==> src/rtl/mistral_mlab_delay_if.sv <==
// Data-side bundle for the MLAB delay line: enable, delay select,
// write data, sync-load controls and the registered Q/FILLED outputs.
interface mistral_mlab_delay_if #(
    parameter int WIDTH = 20
);
    localparam int AW = 5;

    logic             ENA;
    logic [AW-1:0]    LEN;
    logic [WIDTH-1:0] DATAIN;
    logic             SLOAD;
    logic [WIDTH-1:0] SDATA;
    logic [WIDTH-1:0] Q;
    logic             FILLED;

    modport master (
        output ENA, LEN, DATAIN, SLOAD, SDATA,
        input  Q, FILLED
    );

    modport slave (
        input  ENA, LEN, DATAIN, SLOAD, SDATA,
        output Q, FILLED
    );
endinterface

==> src/rtl/mistral_mlab_delay.sv <==
// MLAB-backed programmable delay line (LEN+1 enabled edges, input to Q)
// followed by one output register with enable and sync-load behaviour.
// A saturating fill count keeps stale buffer contents from ever reaching Q
// after a reset, so the buffer itself never needs clearing.
module mistral_mlab_delay #(
    parameter int WIDTH = 20,
    parameter int DEPTH = 32
) (
    input logic                 CLK,
    input logic                 SCLR,
    mistral_mlab_delay_if.slave bus
);
    localparam int AW = 5;

    if (DEPTH != 32) begin : g_bad_depth
        $error("mistral_mlab_delay: DEPTH must be 32");
    end

    logic [WIDTH-1:0] mem_q [DEPTH];
    logic [AW-1:0]    wptr_q, wptr_d;
    logic [AW:0]      fill_q, fill_d;
    logic [WIDTH-1:0] q_q, q_d;
    logic             filled_q, filled_d;
    logic [AW-1:0]    raddr;
    logic [WIDTH-1:0] rd_data;

    // Fill count saturates once every entry has been written at least once.
    function automatic logic [AW:0] sat_fill(input logic [AW:0] f);
        return (f == (AW+1)'(DEPTH)) ? f : f + (AW+1)'(1);
    endfunction

    // Read address trails the write pointer by LEN, wrapping modulo 32.
    assign raddr   = wptr_q - bus.LEN;
    assign rd_data = mem_q[raddr];

    // Buffer write: every enabled edge, including sync-load edges; reset leaves contents alone.
    always_ff @(posedge CLK) begin
        if (!SCLR && bus.ENA) begin
            mem_q[wptr_q] <= bus.DATAIN;
        end
    end

    // Next-state for pointer, fill count and output register; SLOAD beats LEN=0 beats buffered read.
    always_comb begin
        wptr_d   = wptr_q;
        fill_d   = fill_q;
        q_d      = q_q;
        filled_d = filled_q;
        if (bus.ENA) begin
            wptr_d = wptr_q + AW'(1);
            fill_d = sat_fill(fill_q);
            if (bus.SLOAD) begin
                q_d      = bus.SDATA;
                filled_d = 1'b1;
            end else if (bus.LEN == '0) begin
                q_d      = bus.DATAIN;
                filled_d = 1'b1;
            end else if (fill_q >= {1'b0, bus.LEN}) begin
                q_d      = rd_data;
                filled_d = 1'b1;
            end else begin
                q_d      = '0;
                filled_d = 1'b0;
            end
        end
    end

    // State registers; synchronous reset clears pointer, fill and outputs.
    always_ff @(posedge CLK) begin
        if (SCLR) begin
            wptr_q   <= '0;
            fill_q   <= '0;
            q_q      <= '0;
            filled_q <= 1'b0;
        end else begin
            wptr_q   <= wptr_d;
            fill_q   <= fill_d;
            q_q      <= q_d;
            filled_q <= filled_d;
        end
    end

    assign bus.Q      = q_q;
    assign bus.FILLED = filled_q;
endmodule

==> src/flat_wrapper.sv <==
// flat-port wrapper written by rule: the top's interface ports become plain ports
module mistral_mlab_delay_flat 
#(
    parameter int WIDTH = 20,
    parameter int DEPTH = 32
)
  (CLK, SCLR, bus_ENA, bus_LEN, bus_DATAIN, bus_SLOAD, bus_SDATA, bus_Q, bus_FILLED);
  mistral_mlab_delay_if #(.WIDTH(WIDTH)) bus_i ();
  input logic CLK;
  input logic SCLR;
  input wire logic [$bits(bus_i.ENA)-1:0] bus_ENA;
  input wire logic [$bits(bus_i.LEN)-1:0] bus_LEN;
  input wire logic [$bits(bus_i.DATAIN)-1:0] bus_DATAIN;
  input wire logic [$bits(bus_i.SLOAD)-1:0] bus_SLOAD;
  input wire logic [$bits(bus_i.SDATA)-1:0] bus_SDATA;
  output wire logic [$bits(bus_i.Q)-1:0] bus_Q;
  output wire logic [$bits(bus_i.FILLED)-1:0] bus_FILLED;
  assign bus_i.ENA = bus_ENA;
  assign bus_i.LEN = bus_LEN;
  assign bus_i.DATAIN = bus_DATAIN;
  assign bus_i.SLOAD = bus_SLOAD;
  assign bus_i.SDATA = bus_SDATA;
  assign bus_Q = bus_i.Q;
  assign bus_FILLED = bus_i.FILLED;
  mistral_mlab_delay #(.WIDTH(WIDTH), .DEPTH(DEPTH)) u_core (.CLK(CLK), .SCLR(SCLR), .bus(bus_i));
endmodule
==> config.mk <==
export PLATFORM = sky130hd
export DESIGN_NAME = mistral_mlab_delay_flat
export DESIGN_NICKNAME = d
export VERILOG_FILES = /design/src/rtl/mistral_mlab_delay_if.sv /design/src/rtl/mistral_mlab_delay.sv /design/src/flat_wrapper.sv
export SDC_FILE = /design/constraint.sdc
export NUM_CORES = 1
export LEC_CHECK = 0
export ABC_CLOCK_PERIOD_IN_PS = 8500
export CAP_MARGIN = 20
export CORE_MARGIN = 2
export CORE_UTILIZATION = 66
export DETAILED_ROUTE_END_ITERATION = 8
export PLACE_DENSITY = 0.84
export SLEW_MARGIN = 20
export SYNTH_ARGS = -nofsm -noshare
export SYNTH_HDL_FRONTEND = slang
export SYNTH_SLANG_ARGS = --single-unit
==> constraint.sdc <==
create_clock -name CLK -period 8.5 [get_ports CLK]
set_clock_uncertainty 0.05 [all_clocks]
set_input_delay 1.7 -clock CLK [delete_from_list [all_inputs] [get_ports CLK]]
set_output_delay 1.7 -clock CLK [all_outputs]
set_load 0.005 [all_outputs]
==> impl_metrics.yaml <==
critical_path:
  required_ns: 8.91
  cp.arrival_ns: 5.73
  cp-end-kind: "register"
  reg2reg_setup_slack_ns: 4.28
  r2r_start: "u_core.wptr_q[0]"
  startpoint_type: "primary input"
  ff2ff_path_depth: 9
  reg2reg_to: "u_core.bus.Q[17]"
  cp-startpoint: "bus_LEN[0]"
  cp_max_fo: 56
  cp-endpoint: "u_core.bus.Q[17]"
  critPathKind: "primary input to register"
clock_network:
  cts_resized: 0
  postCtsSetupBuffers: 0
  cts_hold_buf: 0
  clkLatencyLatePin_ns: 0.63
  cts.sinks: 672
  cts-root-buf: "clkbuf_16"
  numCtsBuffers: 60
  h-tree-depth: 2
  cts.clk_slew.worst_paths_ns: 0.06
  cts_tree: "done"
  clk_path_buf_depth: 3
flow_run:
  drv_cap: 0
floorplan:
  die-area_um2: 41600
  start_util_pct: 66.6
  ios: 70
  rows: 73
  fp.coreArea_um2: 39600
  die_x_um: 204
  die_y_um: 204
global_routing:
  grt_overflow: 0
  grt_use_total_pct: 33.0
  grt_pass1_vias: 15100
  antenna_found_initial: 1
  grt_pass1_wl_mm: 97.6
  grt_max_degree: 57
sta:
  finalHoldViolCount: 0
  max-slew-margin-rel_pct: 21.2
  setup-tns-final_ns: 0
  rsz0062_at_grt: "false"
  finalCriticalPeriod_ns: 5.32
  worst_pin_slew_ns: 1.18
  fmax_mhz: 188
  final_max_slew_viol_count: 0
  setup_viol: 0
  min_period_over_period_pct: 62.6
synth:
  syn_area_um2: 26400
  postSynthCellCount: 1390
  synth_top_area_share_pct: 72.8
  synthDistinctLibCells: 36
  avgSynthCellArea_um2: 19.0
  syn_nets: 1455
  synth_seq_cells: 672
  seq_area_frac_synth_pct: 75.2
  synth_area_leaders: "edfxtp_1, mux4_2, nand2_1"
  yosys.area.top_type: "edfxtp_1"
  yosysWarnings: 0
finish:
  fillers: 2056
  final_common_cell: "edfxtp_1"
  final_cell_mix: "edfxtp_1, nand2_1, mux4_2, nand4_1, clkbuf_16"
  instances_no_fill: 2057
  syn_to_final_growth_pct: 12.6
  diodes: 0
  drive_above_1_share_pct: 23.0
  nNetsFinal: 1546
min_path:
  min-delay-start: "u_core.bus.Q[11]"
  hold_path_class: "register to register"
placement:
  place_congestion: 0.837
  placed_cells: 1944
  hpwl_mm: 37.0
  io_buffers: 69
route:
  viasPerCell: 7.17
  avgRoutedWirePerCell_um: 32.5
  drt_iter0_drc: 2081
  vias: 14700
  wirelength_mm: 66.9
  drc_errors: 0
  first_pass_iters: 9
  antenna_left: 0
power_and_ir_drop:
  p_leak_uw: 0.00939
  vdd_drop_max_uv: 223
  power.density_nw_per_um2: 240
outcome:
  status: "finished, final reports clean"
[routing by layer]
metal | GRT usage, % | vias up | part of all wire [%]
met5 | 0 | - | 0.024
met4 | 16.6 | 2 | 4.8
met3 | 5.80 | 213 | 11
met2 | 54.1 | 1304 | 51
met1 | 43.4 | 7408 | 34
li1 | - | 5816 | -
[worst min-delay path by stage]
stage | to | slack (ns) | depth (start not counted)
6_report | u_core.bus.Q[11] | 0.45 | 2
5_1_grt | u_core.bus.Q[9] | 0.47 | 2
4_1_cts | u_core.bus.Q[18] | 0.44 | 2
3_5_place_dp | u_core.bus.Q[1] | 0.40 | 2
3_3_place_gp | u_core.bus.Q[17] | 0.40 | 2
2_1_floorplan | u_core.bus.Q[0] | 0.41 | 2
[sequential cells by signal (all words and copies together) (netlist names)]
signal / count
u_core.bus.FILLED: 1
u_core.bus.Q: 20
u_core.fill_q: 6
u_core.mem_q: 640
u_core.wptr_q: 5
[where the power goes]
part	switching [µW]	internal (µW)	total [µW]	leakage, µW
clock network	1180	1450	2630	0.000923
registers	11.9	3640	3650	0.00602
logic	520	344	864	0.00245
[cell families (layout without fill, tap and decap cells)]
family	count (synthesis)	count (layout)	share of synthesized area [%]
and+or+nand+nor	340	340	5.80
AOI/OAI and AO/OA	90	90	2.31
xor gates and xnor gates	16	16	0.559
muxes	161	161	13.7
buffers and inverters	95	237	1.62
DFF	672	672	75.2
adders and majority gates	16	16	0.787
[Yosys cell counts]
library cell  number
a21oi_1           24
a21boi_1           1
a21o_1             1
o221ai_1          20
o21ai_0           21
a41oi_1           20
or2_2              1
or3_1              1
xor2_2             1
buf_2             11
ha_1              15
nand4_1           85
inv_2              1
nand3_1            1
fa_1               1
edfxtp_1         640
nor2_1            51
o21ai_1            1
nand3b_1           4
buf_1              3
nor4b_1            1
nand2b_1           2
buf_4             15
mux2i_1            1
mux4_2           160
xor2_1            10
inv_1              8
or3b_2             1
dfxtp_1           32
xnor2_1            5
or2_1              1
a211oi_1           2
clkbuf_1          57
nor2b_1            1
nor3_1             1
nand2_1          190
[metrics by stage]
stage	cell area (µm²)	worst slack, ns	power [µW]	hold slack, ns	util, %
after global routing	29700	3.09	7310	0.474	75.0
final	29700	3.18	7150	0.447	75.0
after CTS	29800	3.24	7150	0.443	75.2
after floorplan	26400	4.63	4280	0.407	-
after detailed placement	27900	2.68	4570	0.404	70.5
after global placement	27900	2.73	4540	0.397	70.4
[final cells by class]
class	count	area, µm²	area share, %
Timing Repair Buffer	115	958	3.22
Sequential cell	672	19900	66.8
Clock buffer	78	1610	5.42
Inverter	9	33.8	0.114
Multi-Input combinational cell	623	6330	21.3
Clock inverter	35	274	0.922
Tap cell	525	657	2.21
[critical path: stages]
cell	delay, ns
clkdlybuf4s50_1	0.55
ha_4	0.24
fa_4	1.26
buf_4	0.78
mux4_2	0.42
nand2_1	0.08
nand4_1	0.29
nand4_1	0.21
o221ai_1	0.14
Note: power is estimated with default switching activity, not from simulation.
